File: config.mk
export PLATFORM = sky130hd
export DESIGN_NAME = imem_boot_loader_flat
export DESIGN_NICKNAME = d
export VERILOG_FILES = /design/src/rtl/boot_pkg.sv /design/src/rtl/imem_boot_loader_if.sv /design/src/rtl/byte_word_packer.sv /design/src/rtl/imem_boot_loader.sv /design/src/flat_wrapper.sv
export SDC_FILE = /design/constraint.sdc
export NUM_CORES = 1
export LEC_CHECK = 0
export ABC_AREA = 1
export CORE_MARGIN = 5
export CORE_UTILIZATION = 45
export DETAILED_ROUTE_END_ITERATION = 16
export PLACE_DENSITY = 0.64
export REMOVE_ABC_BUFFERS = 1
export SKIP_LAST_GASP = 1
export SLEW_MARGIN = 20
export SYNTH_ARGS = -nofsm -noshare
export SYNTH_HDL_FRONTEND = slang
export SYNTH_SLANG_ARGS = --single-unit
File: constraint.sdc
create_clock -name clk -period 2 [get_ports clk]
set_input_delay 0.4 -clock clk [delete_from_list [all_inputs] [get_ports clk]]
set_output_delay 0.4 -clock clk [all_outputs]
set_load 0.02 [all_outputs]
File: src/rtl/boot_pkg.sv
// Shared definitions for the IMEM boot loader: FSM encoding and frame constants.
package boot_pkg;

  typedef enum logic [2:0] {
    S_HDR   = 3'd0,
    S_LOAD  = 3'd1,
    S_FLUSH = 3'd2,
    S_RUN   = 3'd3,
    S_DONE  = 3'd4
  } state_t;

  localparam int BYTES_PER_WORD = 4;
  // Header byte H encodes a word count of H + HDR_OFS.
  localparam int HDR_OFS        = 1;

endpackage

File: src/rtl/imem_boot_loader_if.sv
// Byte-stream valid/ready link between the host (UART/bench) and the boot loader.
interface imem_boot_loader_if;
  logic       in_valid;
  logic [7:0] in_data;
  logic       in_ready;

  modport master (output in_valid, in_data, input in_ready);
  modport slave  (input in_valid, in_data, output in_ready);
endinterface

File: src/rtl/byte_word_packer.sv
// Assembles MSB-first bytes into 32-bit words; word/word_vld are valid in the cycle of the 4th byte.
module byte_word_packer
  import boot_pkg::*;
(
  input  logic        clk,
  input  logic        rst,
  input  logic        clr,
  input  logic        en,
  input  logic [7:0]  din,
  output logic [31:0] word,
  output logic        word_vld
);

  logic [23:0] shreg;
  logic [1:0]  cnt;

  assign word     = {shreg, din};
  assign word_vld = en && (cnt == 2'(BYTES_PER_WORD - 1));

  always_ff @(posedge clk) begin
    if (rst || clr) begin
      cnt <= '0;
    end else if (en) begin
      cnt <= cnt + 2'd1;
    end
  end

  // Payload only; the byte counter alone decides when a word is complete.
  always_ff @(posedge clk) begin
    if (en) begin
      shreg <= {shreg[15:0], din};
    end
  end

endmodule

File: src/rtl/imem_boot_loader.sv
// Loads a header-framed byte stream into IMEM, then runs the CPU for RUN_CYCLES and freezes it.
module imem_boot_loader
  import boot_pkg::*;
#(
  parameter int ADDR_W     = 6,
  parameter int RUN_CYCLES = 50,
  parameter int CNT_W      = 16
) (
  input  logic                clk,
  input  logic                reset,
  imem_boot_loader_if.slave   bus,
  output logic                imem_we,
  output logic [ADDR_W-1:0]   imem_addr,
  output logic [31:0]         imem_wdata,
  output logic                cpu_reset,
  output logic                cpu_clk_en,
  output logic                done,
  output logic                err
);

  localparam int DEPTH = 1 << ADDR_W;

  state_t            state, nxt;
  logic              in_ready_q;
  logic              accept;
  logic              hdr_ok, hdr_bad;
  logic              pk_en, pk_clr;
  logic [31:0]       pk_word;
  logic              pk_word_vld;
  logic [ADDR_W-1:0] word_idx, last_idx;
  logic [CNT_W-1:0]  run_cnt;

  function automatic logic hdr_oversize(input logic [7:0] h);
    return (int'(h) + HDR_OFS) > DEPTH;
  endfunction

  assign bus.in_ready = in_ready_q;
  assign accept       = bus.in_valid && in_ready_q;
  assign pk_clr       = hdr_ok;

  byte_word_packer u_packer (
    .clk      (clk),
    .rst      (reset),
    .clr      (pk_clr),
    .en       (pk_en),
    .din      (bus.in_data),
    .word     (pk_word),
    .word_vld (pk_word_vld)
  );

  always_comb begin
    nxt     = state;
    hdr_ok  = 1'b0;
    hdr_bad = 1'b0;
    pk_en   = 1'b0;
    case (state)
      S_HDR, S_DONE: begin
        if (accept) begin
          if (hdr_oversize(bus.in_data)) begin
            hdr_bad = 1'b1;
          end else begin
            hdr_ok = 1'b1;
            nxt    = S_LOAD;
          end
        end
      end
      S_LOAD: begin
        pk_en = accept;
        if (pk_word_vld && (word_idx == last_idx)) nxt = S_FLUSH;
      end
      S_FLUSH: nxt = S_RUN;
      S_RUN: begin
        if (run_cnt == CNT_W'(RUN_CYCLES - 1)) nxt = S_DONE;
      end
      default: nxt = S_HDR;
    endcase
  end

  // Outputs are registered decodes of the next state so they line up with the state register.
  always_ff @(posedge clk) begin
    if (reset) begin
      state      <= S_HDR;
      in_ready_q <= 1'b1;
      cpu_reset  <= 1'b1;
      cpu_clk_en <= 1'b0;
      done       <= 1'b0;
      err        <= 1'b0;
      imem_we    <= 1'b0;
      imem_addr  <= '0;
      imem_wdata <= '0;
      word_idx   <= '0;
      last_idx   <= '0;
      run_cnt    <= '0;
    end else begin
      state      <= nxt;
      in_ready_q <= (nxt != S_FLUSH) && (nxt != S_RUN);
      cpu_reset  <= (nxt == S_HDR) || (nxt == S_LOAD) || (nxt == S_FLUSH);
      cpu_clk_en <= (nxt == S_RUN);
      done       <= (nxt == S_DONE);
      imem_we    <= pk_word_vld;
      if (hdr_bad) err <= 1'b1;
      if (pk_word_vld) begin
        imem_addr  <= word_idx;
        imem_wdata <= pk_word;
        word_idx   <= word_idx + 1'b1;
      end
      if (hdr_ok) begin
        last_idx <= ADDR_W'(bus.in_data);
        word_idx <= '0;
      end
      run_cnt <= ((state == S_RUN) && (nxt == S_RUN)) ? run_cnt + 1'b1 : '0;
    end
  end

endmodule

File: src/flat_wrapper.sv
// flat-port wrapper written by rule: the top's interface ports become plain ports
module imem_boot_loader_flat import boot_pkg::*;
#(
  parameter int ADDR_W     = 6,
  parameter int RUN_CYCLES = 50,
  parameter int CNT_W      = 16
)
  (clk, reset, imem_we, imem_addr, imem_wdata, cpu_reset, cpu_clk_en, done, err, bus_in_valid, bus_in_data, bus_in_ready);
  imem_boot_loader_if bus_i ();
  input  logic clk;
  input  logic reset;
  output logic imem_we;
  output logic [ADDR_W-1:0] imem_addr;
  output logic [31:0] imem_wdata;
  output logic cpu_reset;
  output logic cpu_clk_en;
  output logic done;
  output logic err;
  input wire logic [$bits(bus_i.in_valid)-1:0] bus_in_valid;
  input wire logic [$bits(bus_i.in_data)-1:0] bus_in_data;
  output wire logic [$bits(bus_i.in_ready)-1:0] bus_in_ready;
  assign bus_i.in_valid = bus_in_valid;
  assign bus_i.in_data = bus_in_data;
  assign bus_in_ready = bus_i.in_ready;
  imem_boot_loader #(.ADDR_W(ADDR_W), .RUN_CYCLES(RUN_CYCLES), .CNT_W(CNT_W)) u_core (.clk(clk), .reset(reset), .bus(bus_i), .imem_we(imem_we), .imem_addr(imem_addr), .imem_wdata(imem_wdata), .cpu_reset(cpu_reset), .cpu_clk_en(cpu_clk_en), .done(done), .err(err));
endmodule
==> impl_results.md <==
* Initial antenna violation count at 0
* Max Clock Freq at between 0.5 and 0.6 GHz
* Net Sw Frac at 23.0%
* Unrepaired setup endpoints after global routing: no
* Synth Cell Area at approximately 3900 um^2
* Root Driver: clkbuf_8
* Vias in the first global route at 2677
* HPWL Detailed at 5240 um
* Clock Skew at 0.00970 ns
* Post-synthesis average cell area at between 9 and 10 um^2
* Logic gate share of total power at 3.2%
* Most frequent cell after synthesis: nor2_1
* Die X-Extent at 103 um
* Cells after synthesis at 427
* Number of port buffers at 54
* CTS tree: built
* Pins Over Slew Limit at 0
* CP max stage cell: clkdlybuf4s50_1
* Power per cell area at 713 nW/um^2
* Main combinational cell family by area after synthesis: simple AND/OR/NAND/NOR gates
* Max Fanout on Critical Path at 2
* Post-DR wirelength/cell at 12.7 um
* Worst Setup Path Type: reg -> out
* Syn. warnings at 0
* Design area at between 4000 and 5000 um^2
* Yosys cell types at 31
* Hold slack at approximately 0.45 ns
* Vias at 2879
* Largest stage delay on the critical path at 0.61 ns
* Synth Area in Compound Gates at 9.00%
* Initial DRC count at 85
* Post-Synth Simple-Gate Area at 21.0%
* Synth cell count leaders: nor2_1, dfxtp_1, nand2_1, o21ai_0, inv_1
* Least-Margin Pin Slew at 0.370 ns
* Top cells by area, synth: dfxtp_1, edfxtp_1, nor2_1, o21ai_0, nand2_1
* Relative slew slack at 75.1%
* Drt first pass iters at 4
* First-pass GRT wire length at 12500 um
* Switching power at 0.777 mW
* Vias/cell at 4.81
* Area leader, netlist: dfxtp_1
* GRT overflow at 0
* Peak supply drop at 0.000391 V
* Die area at 10600 um^2
* CTS Buf Count at 9
* WP data arrival at 1.33 ns
* Cell Int Power at between 2 and 3 mW
* Post-synthesis mux area share at 0%
* Outcome: complete, no violations
* Residual DRC at 0
* Clk slew on worst S/H paths at ~0.10 ns
* Area after DPL at 4560 um^2
* Die H at slightly above 100 um
* Maxcap violations at 0
* CP bufs+invs at 1
* Clock Power Share at 34.3%
* Setup ws final at 0.266 ns
* Critical Path Start Type: register
* Final number of hold-violating endpoints at 0
* CTS Sinks at 101
* FP Rows at 34
* Final setup fails at 0
* Seq/Total Area, Yosys at 58.1%
* Setup Fix Bufs, Post-CTS at 0
* Resize count post-CTS at 0
* Adder-cell share of the synthesized area at ~1.3%
* Number of fill cells at 790
* Synthesis-to-layout area growth at 21.8%
* Ports at 55
* Flop pwr share at 62.5%
* Ant diodes at 0
* Post-synth ARST share at 0%
* Final Critical Period at between 1.5 and 2 ns
* Largest net degree at the start of global routing at 43
* NumNets Final at 501
* Core Area at approximately 8600 um^2
* Period utilisation layout at 86.7%
* GRT Total Usage at ~15%
* EDFF count, synth at 24
* Synth Area in XOR/XNOR at under 10%
* Final antenna-violating net count at 0
* Hold buffers post-CTS at 0
* Clock Tree Buf Depth at 2
* Later-pin clock latency in the skew report at between 0.3 and 0.4 ns
* Share of layout cells above drive strength 1 at roughly 11%
* Crit path cell chain: clkdlybuf4s50_1
* Setup TNS after final layout at 0 ns
* Flops & latches, synth at 101
* Worst EP required at roughly 1.6 ns
* Initial core utilization at 45.3%
* Final wirelength at about 7600 um
* GP Congestion at 0.845
* Worst setup EP type: output pin
* Post-synth top area share at just under 40%
* Family with the most delay on the worst path: buffers and inverters
* Type of the tightest min-delay check: reg -> reg
* Setup slack at placement at -0.0378 ns
* H-tree levels at 3
* Pleak at 1.83 nW
* Post-Route Utilization at 55.2%
* Top FF cell, synth: dfxtp_1
[per-stage QoR]
| step | std cells | total power [mW] |
|---|---|---|
| 6_report | 598 | 3.38 |
| 5_1_grt | 598 | 3.52 |
| 4_1_cts | 598 | 3.43 |
| 3_5_place_dp | 583 | 2.27 |
| 3_3_place_gp | 583 | 2.27 |
| 2_1_floorplan | 411 | 2.21 |
[state kept, by name, indices dropped and copies added, names as in the netlist]
register and cells:
u_core.last_idx 6, u_core.bus.in_ready 1, u_core.cpu_clk_en 1, u_core.imem_we 1, u_core.err 1, u_core.run_cnt 16
u_core.u_packer.shreg 24, u_core.state 3, u_core.u_packer.cnt 2, u_core.cpu_reset 1, u_core.done 1, u_core.imem_addr 6
u_core.imem_wdata 32, u_core.word_idx 6
[routing by layer]
metal	wire length [um]	share of wire, %	track usage [%]
met5	0	0	0
met4	102	1.3	5.18
met3	475	6.3	4.40
met2	3430	45	23.2
met1	3560	47	20.1
[kinds of logic (layout without fill, tap and decap cells)]
| logic type | Yosys count | count (layout) |
|---|---|---|
| simple gates | 183 | 183 |
| flops | 101 | 101 |
| compound gates | 66 | 66 |
| buf+inv | 54 | 117 |
| xor+xnor | 19 | 19 |
| fa+ha+maj | 4 | 4 |
[cells in the final DEF, fill, tap and decap left out, drive strengths merged]
cell / n
a31oi: 1
inv: 38
edfxtp: 24
xor2: 13
clkinvlp: 3
a211oi: 1
clkinv: 3
a21oi: 19
clkdlybuf4s50: 54
nand4: 4
nand3: 9
nor2: 111
nand3b: 1
nand2: 53
ha: 4
xnor2: 6
nor3: 2
or2: 2
buf: 10
o21ai: 45
clkbuf: 9
dfxtp: 77
nor3b: 1
[power by group through the flow]
stage / sequential [mW] / combinational [mW] / clock, mW
after floorplan: 2.16 / 0.0496 / 0
after global placement: 2.16 / 0.110 / 0
after detailed placement: 2.16 / 0.110 / 0
after CTS: 2.11 / 0.111 / 1.21
after global routing: 2.12 / 0.121 / 1.29
final: 2.11 / 0.109 / 1.16
[path summary, 6_finish.rpt]
kind / startpoint / end / slack [ns] / cells after the start
setup / recovery: u_core.imem_wdata[2] / imem_wdata[2] / 0.27 / 1
hold reg to reg: u_core.u_packer.shreg[14] / u_core.u_packer.shreg[22] / 0.45 / 0
hold / removal: u_core.u_packer.shreg[14] / u_core.u_packer.shreg[22] / 0.45 / 0
setup reg to reg: u_core.run_cnt[0] / u_core.run_cnt[15] / 0.42 / 10
[worst reg2reg max path: stages (launching register included)]
cell and delay, ns:
dfxtp_1 0.39, ha_1 0.16, inv_1 0.04, nor2_1 0.07
nand2_1 0.05, nor2_1 0.17, nand3_2 0.10, nand2_2 0.14
nor2_4 0.05, nand2_4 0.21, nor2_1 0.09
[final cells by class]
type / count / area (um^2) / share of cell area (%)
multi-input combinational: 272 / 1380 / 29.2
sequential: 101 / 2260 / 47.7
tap: 108 / 135 / 2.85
clock buffer: 9 / 124 / 2.61
timing repair buffer: 64 / 641 / 13.5
inverter: 38 / 143 / 3.01
clock inverter: 6 / 52.6 / 1.11
Power figures use the tool's default switching activity.
